$ cat src/rtl/rv32_pkg.sv
// Shared RV32 control-flow definitions: opcodes, branch funct3 codes,
// misprediction codes, resolve FSM states and per-stage prediction metadata.
package rv32_pkg;

    localparam logic [6:0] OP_BTYPE = 7'b1100011;
    localparam logic [6:0] OP_JAL   = 7'b1101111;
    localparam logic [6:0] OP_JALR  = 7'b1100111;

    localparam logic [2:0] F3_BEQ  = 3'b000;
    localparam logic [2:0] F3_BNE  = 3'b001;
    localparam logic [2:0] F3_BLT  = 3'b100;
    localparam logic [2:0] F3_BGE  = 3'b101;
    localparam logic [2:0] F3_BLTU = 3'b110;
    localparam logic [2:0] F3_BGEU = 3'b111;

    typedef enum logic [1:0] {
        WP_OK       = 2'b00,
        WP_TAKEN_NT = 2'b01,
        WP_NT_TAKEN = 2'b10,
        WP_TARGET   = 2'b11
    } wp_code_e;

    typedef enum logic {
        ST_RUN     = 1'b0,
        ST_RECOVER = 1'b1
    } state_e;

    typedef struct packed {
        logic        valid;
        logic [31:0] pc;
        logic        hit;
        logic [31:0] pred_next;
    } stage_meta_t;

endpackage

$ cat src/rtl/branch_outcome.sv
// Combinational decode of a control-flow instruction's real direction from
// the opcode, funct3 and the comparator flags.
module branch_outcome
    import rv32_pkg::*;
(
    input  logic [31:0] inst,
    input  logic        eq,
    input  logic        lt,
    output logic        taken,
    output logic        is_ctrl
);

    logic [6:0] opcode;
    logic [2:0] funct3;
    logic       unused_bits;

    assign opcode      = inst[6:0];
    assign funct3      = inst[14:12];
    assign unused_bits = ^{inst[31:15], inst[11:7]};

    always_comb begin
        taken   = 1'b0;
        is_ctrl = 1'b0;
        case (opcode)
            OP_JAL, OP_JALR: begin
                taken   = 1'b1;
                is_ctrl = 1'b1;
            end
            OP_BTYPE: begin
                is_ctrl = 1'b1;
                case (funct3)
                    F3_BEQ:           taken = eq;
                    F3_BNE:           taken = ~eq;
                    F3_BLT, F3_BLTU:  taken = lt;
                    F3_BGE, F3_BGEU:  taken = ~lt;
                    default:          taken = 1'b0;
                endcase
            end
            default: ;
        endcase
    end

endmodule

$ cat src/rtl/branch_resolve_unit.sv
// Fetch PC owner: carries prediction metadata to EX, resolves the real
// outcome there, and flushes/redirects on a misprediction.
module branch_resolve_unit
    import rv32_pkg::*;
#(
    parameter logic [31:0] RESET_PC = 32'h0000_0000,
    parameter int unsigned CNT_W    = 32
) (
    input  logic             clk_i,
    input  logic             rst_i,
    input  logic             stall_i,
    input  logic             bp_hit_i,
    input  logic [31:0]      bp_target_i,
    input  logic [31:0]      inst_ex_i,
    input  logic             br_eq_i,
    input  logic             br_lt_i,
    input  logic [31:0]      alu_i,
    output logic [31:0]      pc_o,
    output logic [31:0]      pc_ex_o,
    output logic             hit_ex_o,
    output logic [1:0]       wrong_predicted_o,
    output logic             flush_o,
    output logic [CNT_W-1:0] branch_cnt_o,
    output logic [CNT_W-1:0] mispredict_cnt_o
);

    localparam logic [CNT_W-1:0] CNT_ONE = {{(CNT_W-1){1'b0}}, 1'b1};

    stage_meta_t if_meta;
    stage_meta_t slot_p1;
    stage_meta_t slot_p2;
    logic        taken;
    logic        is_ctrl;
    logic [31:0] actual_next;
    wp_code_e    wp;
    state_e      state_q;
    state_e      state_d;

    branch_outcome u_outcome (
        .inst    (inst_ex_i),
        .eq      (br_eq_i),
        .lt      (br_lt_i),
        .taken   (taken),
        .is_ctrl (is_ctrl)
    );

    always_comb begin
        if_meta.valid     = 1'b1;
        if_meta.pc        = pc_o;
        if_meta.hit       = bp_hit_i;
        if_meta.pred_next = bp_hit_i ? bp_target_i : pc_o + 32'd4;
    end

    // EX: compare the resolved next PC against what fetch assumed
    always_comb begin
        actual_next = taken ? alu_i : slot_p2.pc + 32'd4;
        wp          = WP_OK;
        flush_o     = 1'b0;
        if (slot_p2.valid) begin
            if (slot_p2.hit && !taken)
                wp = WP_TAKEN_NT;
            else if (!slot_p2.hit && taken)
                wp = WP_NT_TAKEN;
            else if (slot_p2.hit && taken && (alu_i != slot_p2.pred_next))
                wp = WP_TARGET;
            flush_o = (actual_next != slot_p2.pred_next);
        end
    end

    assign wrong_predicted_o = wp;
    assign pc_ex_o           = slot_p2.pc;
    assign hit_ex_o          = slot_p2.hit;

    // IF -> IF/ID -> ID/EX; a flush squashes both slots even under stall
    always_ff @(posedge clk_i) begin
        if (rst_i) begin
            pc_o    <= RESET_PC;
            slot_p1 <= '0;
            slot_p2 <= '0;
        end else if (flush_o) begin
            pc_o    <= actual_next;
            slot_p1 <= '{valid: 1'b0, pc: if_meta.pc, hit: if_meta.hit, pred_next: if_meta.pred_next};
            slot_p2 <= '{valid: 1'b0, pc: slot_p1.pc, hit: slot_p1.hit, pred_next: slot_p1.pred_next};
        end else if (stall_i) begin
            slot_p2 <= '{valid: 1'b0, pc: slot_p1.pc, hit: slot_p1.hit, pred_next: slot_p1.pred_next};
        end else begin
            pc_o    <= if_meta.pred_next;
            slot_p1 <= if_meta;
            slot_p2 <= slot_p1;
        end
    end

    always_comb begin
        state_d = state_q;
        case (state_q)
            ST_RUN:     if (flush_o) state_d = ST_RECOVER;
            ST_RECOVER: state_d = ST_RUN;
            default:    state_d = ST_RUN;
        endcase
    end

    always_ff @(posedge clk_i) begin
        if (rst_i) begin
            state_q          <= ST_RUN;
            branch_cnt_o     <= '0;
            mispredict_cnt_o <= '0;
        end else begin
            state_q <= state_d;
            if (slot_p2.valid && is_ctrl)
                branch_cnt_o <= branch_cnt_o + CNT_ONE;
            if (flush_o)
                mispredict_cnt_o <= mispredict_cnt_o + CNT_ONE;
        end
    end

    // The recovery cycle always holds a squashed bubble, so it can never flush
    recover_no_flush: assert property (@(posedge clk_i) disable iff (rst_i)
        !(state_q == ST_RECOVER && flush_o));

endmodule

$ cat config.mk
export PLATFORM = sky130hd
export DESIGN_NAME = branch_resolve_unit
export DESIGN_NICKNAME = d
export VERILOG_FILES = /design/src/rtl/rv32_pkg.sv /design/src/rtl/branch_outcome.sv /design/src/rtl/branch_resolve_unit.sv
export SDC_FILE = /design/constraint.sdc
export NUM_CORES = 1
export LEC_CHECK = 0
export CAP_MARGIN = 10
export CORE_UTILIZATION = 49
export DETAILED_ROUTE_END_ITERATION = 8
export PLACE_DENSITY_LB_ADDON = 0.12
export SETUP_SLACK_MARGIN = 0.02
export SYNTH_ARGS = -nofsm -noshare
export SYNTH_HDL_FRONTEND = slang
export SYNTH_SLANG_ARGS = --single-unit
export TNS_END_PERCENT = 100
$ cat constraint.sdc
create_clock -name clk_i -period 3.9 [get_ports clk_i]
set_clock_uncertainty 0.2 [all_clocks]
set_input_delay 0.39 -clock clk_i [delete_from_list [all_inputs] [get_ports clk_i]]
set_output_delay 0.39 -clock clk_i [all_outputs]
set_load 0.02 [all_outputs]
==> out/qor.yml <==
grt_use_total_pct: 30.4
hold_start: "stall_i"
path_class: "flop to output port"
routed_wl_mm: 40.0
cts_buffers: 26
hold_end: "slot_p1[36]"
yosys-mux-area-fraction_pct: 3.92
drc: 0
crit_fanout: 3
grt_max_degree: 74
min_period_ns: 3.97
cpMostUsedCell: "or4_4"
dieArea_um2: 25300
die_h_um: 159
hold-path-cell-count: 3
fin_ws_ns: -0.0651
cts_hold_buf: 0
place.gp.congestion: 1.04
layout-drive-gt1-share_pct: 17.7
reg2reg_slack_ns: 0.09
clock_latency_ns: 0.54
hold_path_class: "primary input to flop"
syn_to_final_growth_pct: 34.9
dpl-instance-area_um2: 14900
cellPowerDensity_nw_per_um2: 349
clock_path_buffers: 3
fmax_ghz: 0.252
die_x_um: 159
h-tree-depth: 1
ys_ff_latch: 228
status: "complete, but fails checks"
grt_pass1_wl_mm: 61.0
ys.flop_type: "dfxtp_1"
port-buffer-count: 211
drt_pass1_iterations: 6
synth_compound_area_share_pct: 15.5
drtAntennaViolNets: 0
cpLargestDelayFamily: "simple AND/OR/NAND/NOR gates"
timing.final.crit_share_pct: 102
drt_iter0_markers: 1097
cp_slowest_stage_delay_ns: 0.60
synthAdderAreaFrac_pct: 0.413
syn-num-nets: 1560
overflow: 0
async_flop_share_pct: 0
leakage_nw: 6.12
rsz0062_at_grt: "true"
max_slew_margin_pct: 41.5
via_count: 11700
cts_sinks: 228
netlist_instances: 1454
cts_root_buf: "clkbuf_16"
start_util_pct: 49.9
multi_input_area_um2: 6840
yosys.area_share.simple_pct: 25.3
core_um2: 24200
final_area_um2: 16300
yosysWarnings: 0
worstReg2RegStart: "pc_ex_o[5]"
crit_slowest_cell: "or4_4"
nNetsFinal: 1800
drv_cap: 0
rows: 57
finalHoldViolCount: 0
ir_worst_vdd_mv: 0.257
cts_tree: "yes"
fill_cells: 2062
reg2reg_depth: 15
grt_pass1_vias: 10800
cp-start-kind: "flop"
cp-end-kind: "output port"
ys_seq_area_share_pct: 37.7
worstMarginPinSlew_ns: 0.877
antenna_cells: 0
r2r_end: "mispredict_cnt_o[7]"
synth_xor_area_share_pct: 8.61
antenna_found_initial: 0
avgRoutedWirePerCell_um: 19.6
setup_viol: 1
required_ns: 3.31
synth_edf_count: 0
seq_area_um2: 4590
via_per_inst: 5.75
synth.distinct_cells: 67
avgSynthCellArea_um2: 8.33
crit_chain: "nand3_4 > or4_4 > or4_4 > a31oi_4 > xor2_1 > nor4_1 > buf_4 > nand4_1 > o21ai_4 > inv_2 > buf_6"
cts.clk_slew.worst_paths_ns: 0.06
dpl.hpwl_mm: 28.6
cp.arrival_ns: 3.38
setup_tns_ns: -0.0651
cp_num_buf_inv: 3
synth_top_family_by_area: "simple AND/OR/NAND/NOR gates"
violations: "setup timing"
syn_area_um2: 12100
slew_violations: 0
pin_count: 234
## layout by cell type, fill, tap and decap left out, drive strengths merged, types with 28 or more instances in the layout
cell type,synthesis,routed
dfxtp,228,228
clkdlybuf4s50,0,205
buf,97,162
nand2,121,121
nor2,112,112
nand3,106,106
nor2b,79,79
o21ai,79,79
a21oi,61,61
xor2,58,58
xnor2,48,48
o31ai,46,46
clkbuf,62,39
nand4,32,32
inv,29,29
or3,28,28
## worst min-delay path: stages
cell	delay, ns
buf_4	0.22
nand3_1	0.10
o21ai_1	0.05
## how the worst max path moves through the flow
stage	startpoint	to	slack [ns]	cells after the start
2_1_floorplan	pc_ex_o[11]	flush_o	0.43	11
3_3_place_gp	inst_ex_i[12]	flush_o	-0.40	13
3_5_place_dp	inst_ex_i[12]	flush_o	-0.50	14
4_1_cts	inst_ex_i[12]	flush_o	-0.03	14
5_1_grt	pc_ex_o[10]	flush_o	-0.15	11
6_report	pc_ex_o[10]	flush_o	-0.07	11
## cells in the mapped netlist, types with 21 or more instances
cell / number / area, µm²
dfxtp_1: 228 / 4560
nand2_1: 121 / 454
nor2_1: 112 / 420
nand3_1: 105 / 526
nor2b_1: 79 / 494
buf_4: 69 / 518
clkbuf_1: 62 / 233
a21oi_1: 61 / 305
xor2_1: 58 / 508
o21ai_0: 51 / 255
xnor2_1: 48 / 420
o31ai_1: 46 / 345
nand4_1: 32 / 200
inv_1: 28 / 105
o21ai_1: 28 / 140
or3_1: 28 / 175
mux2i_1: 26 / 260
nor3_1: 21 / 105
## cell families after synthesis
family | count (synthesis)
muxes | 45
adders and majority gates | 4
AOI/OAI and AO/OA | 284
DFF | 228
buffers and inverters | 188
and+or+nand+nor | 594
xor gates and xnor gates | 111
## routing by layer
| metal | vias up | GRT usage, % | share of wire, % |
|---|---|---|---|
| met5 | - | 0 | 0 |
| met4 | 0 | 8.96 | 2.4 |
| met3 | 62 | 5.86 | 8.7 |
| met2 | 500 | 45.3 | 43 |
| met1 | 5558 | 44.4 | 46 |
| li1 | 5586 | - | - |
## where the power goes
group | switching, W | leakage, nW | internal [W]
logic | 0.000369 | 3.82 | 0.000322
registers | 0.0000685 | 1.86 | 0.00240
clock network | 0.000996 | 0.448 | 0.00155
total | 0.00143 | 6.12 | 0.00427
## what timing repair did
action | in CTS | in global routing
setup endpoints to repair | 133 | 50
buffers inserted | 7 | 5
pin swaps | 17 | 14
gates resized for setup | 57 | 33
cloned | 0 | 2
## registers in the layout (all words and copies together) (netlist names)
register          count
hit_ex_o              1
slot_p2              33
pc_o                 32
slot_p1              66
mispredict_cnt_o     32
branch_cnt_o         32
pc_ex_o              32
## stage by stage
stage	setup WS (ns)	instances	util (%)	hold slack (ns)	power, W
final	-0.0651	2037	67.4	0.0880	0.00571
after global routing	-0.148	2037	67.4	0.0975	0.00588
after CTS	-0.0323	2030	66.4	0.0700	0.00571
after detailed placement	-0.501	1976	61.5	0.255	0.00317
after global placement	-0.403	1976	61.5	0.251	0.00316
after floorplan	0.429	1454	-	0.248	0.00287
## cell type report
class                   count  area share [%]
multi-input cells        1038            41.9
well taps                 324            2.48
inverters                  29           0.666
clock buffers              37            4.66
repair buffers            371            21.4
flip-flops and latches    228            28.1
clock inverters            10           0.835
No activity file was read; power rests on OpenSTA's default activity.
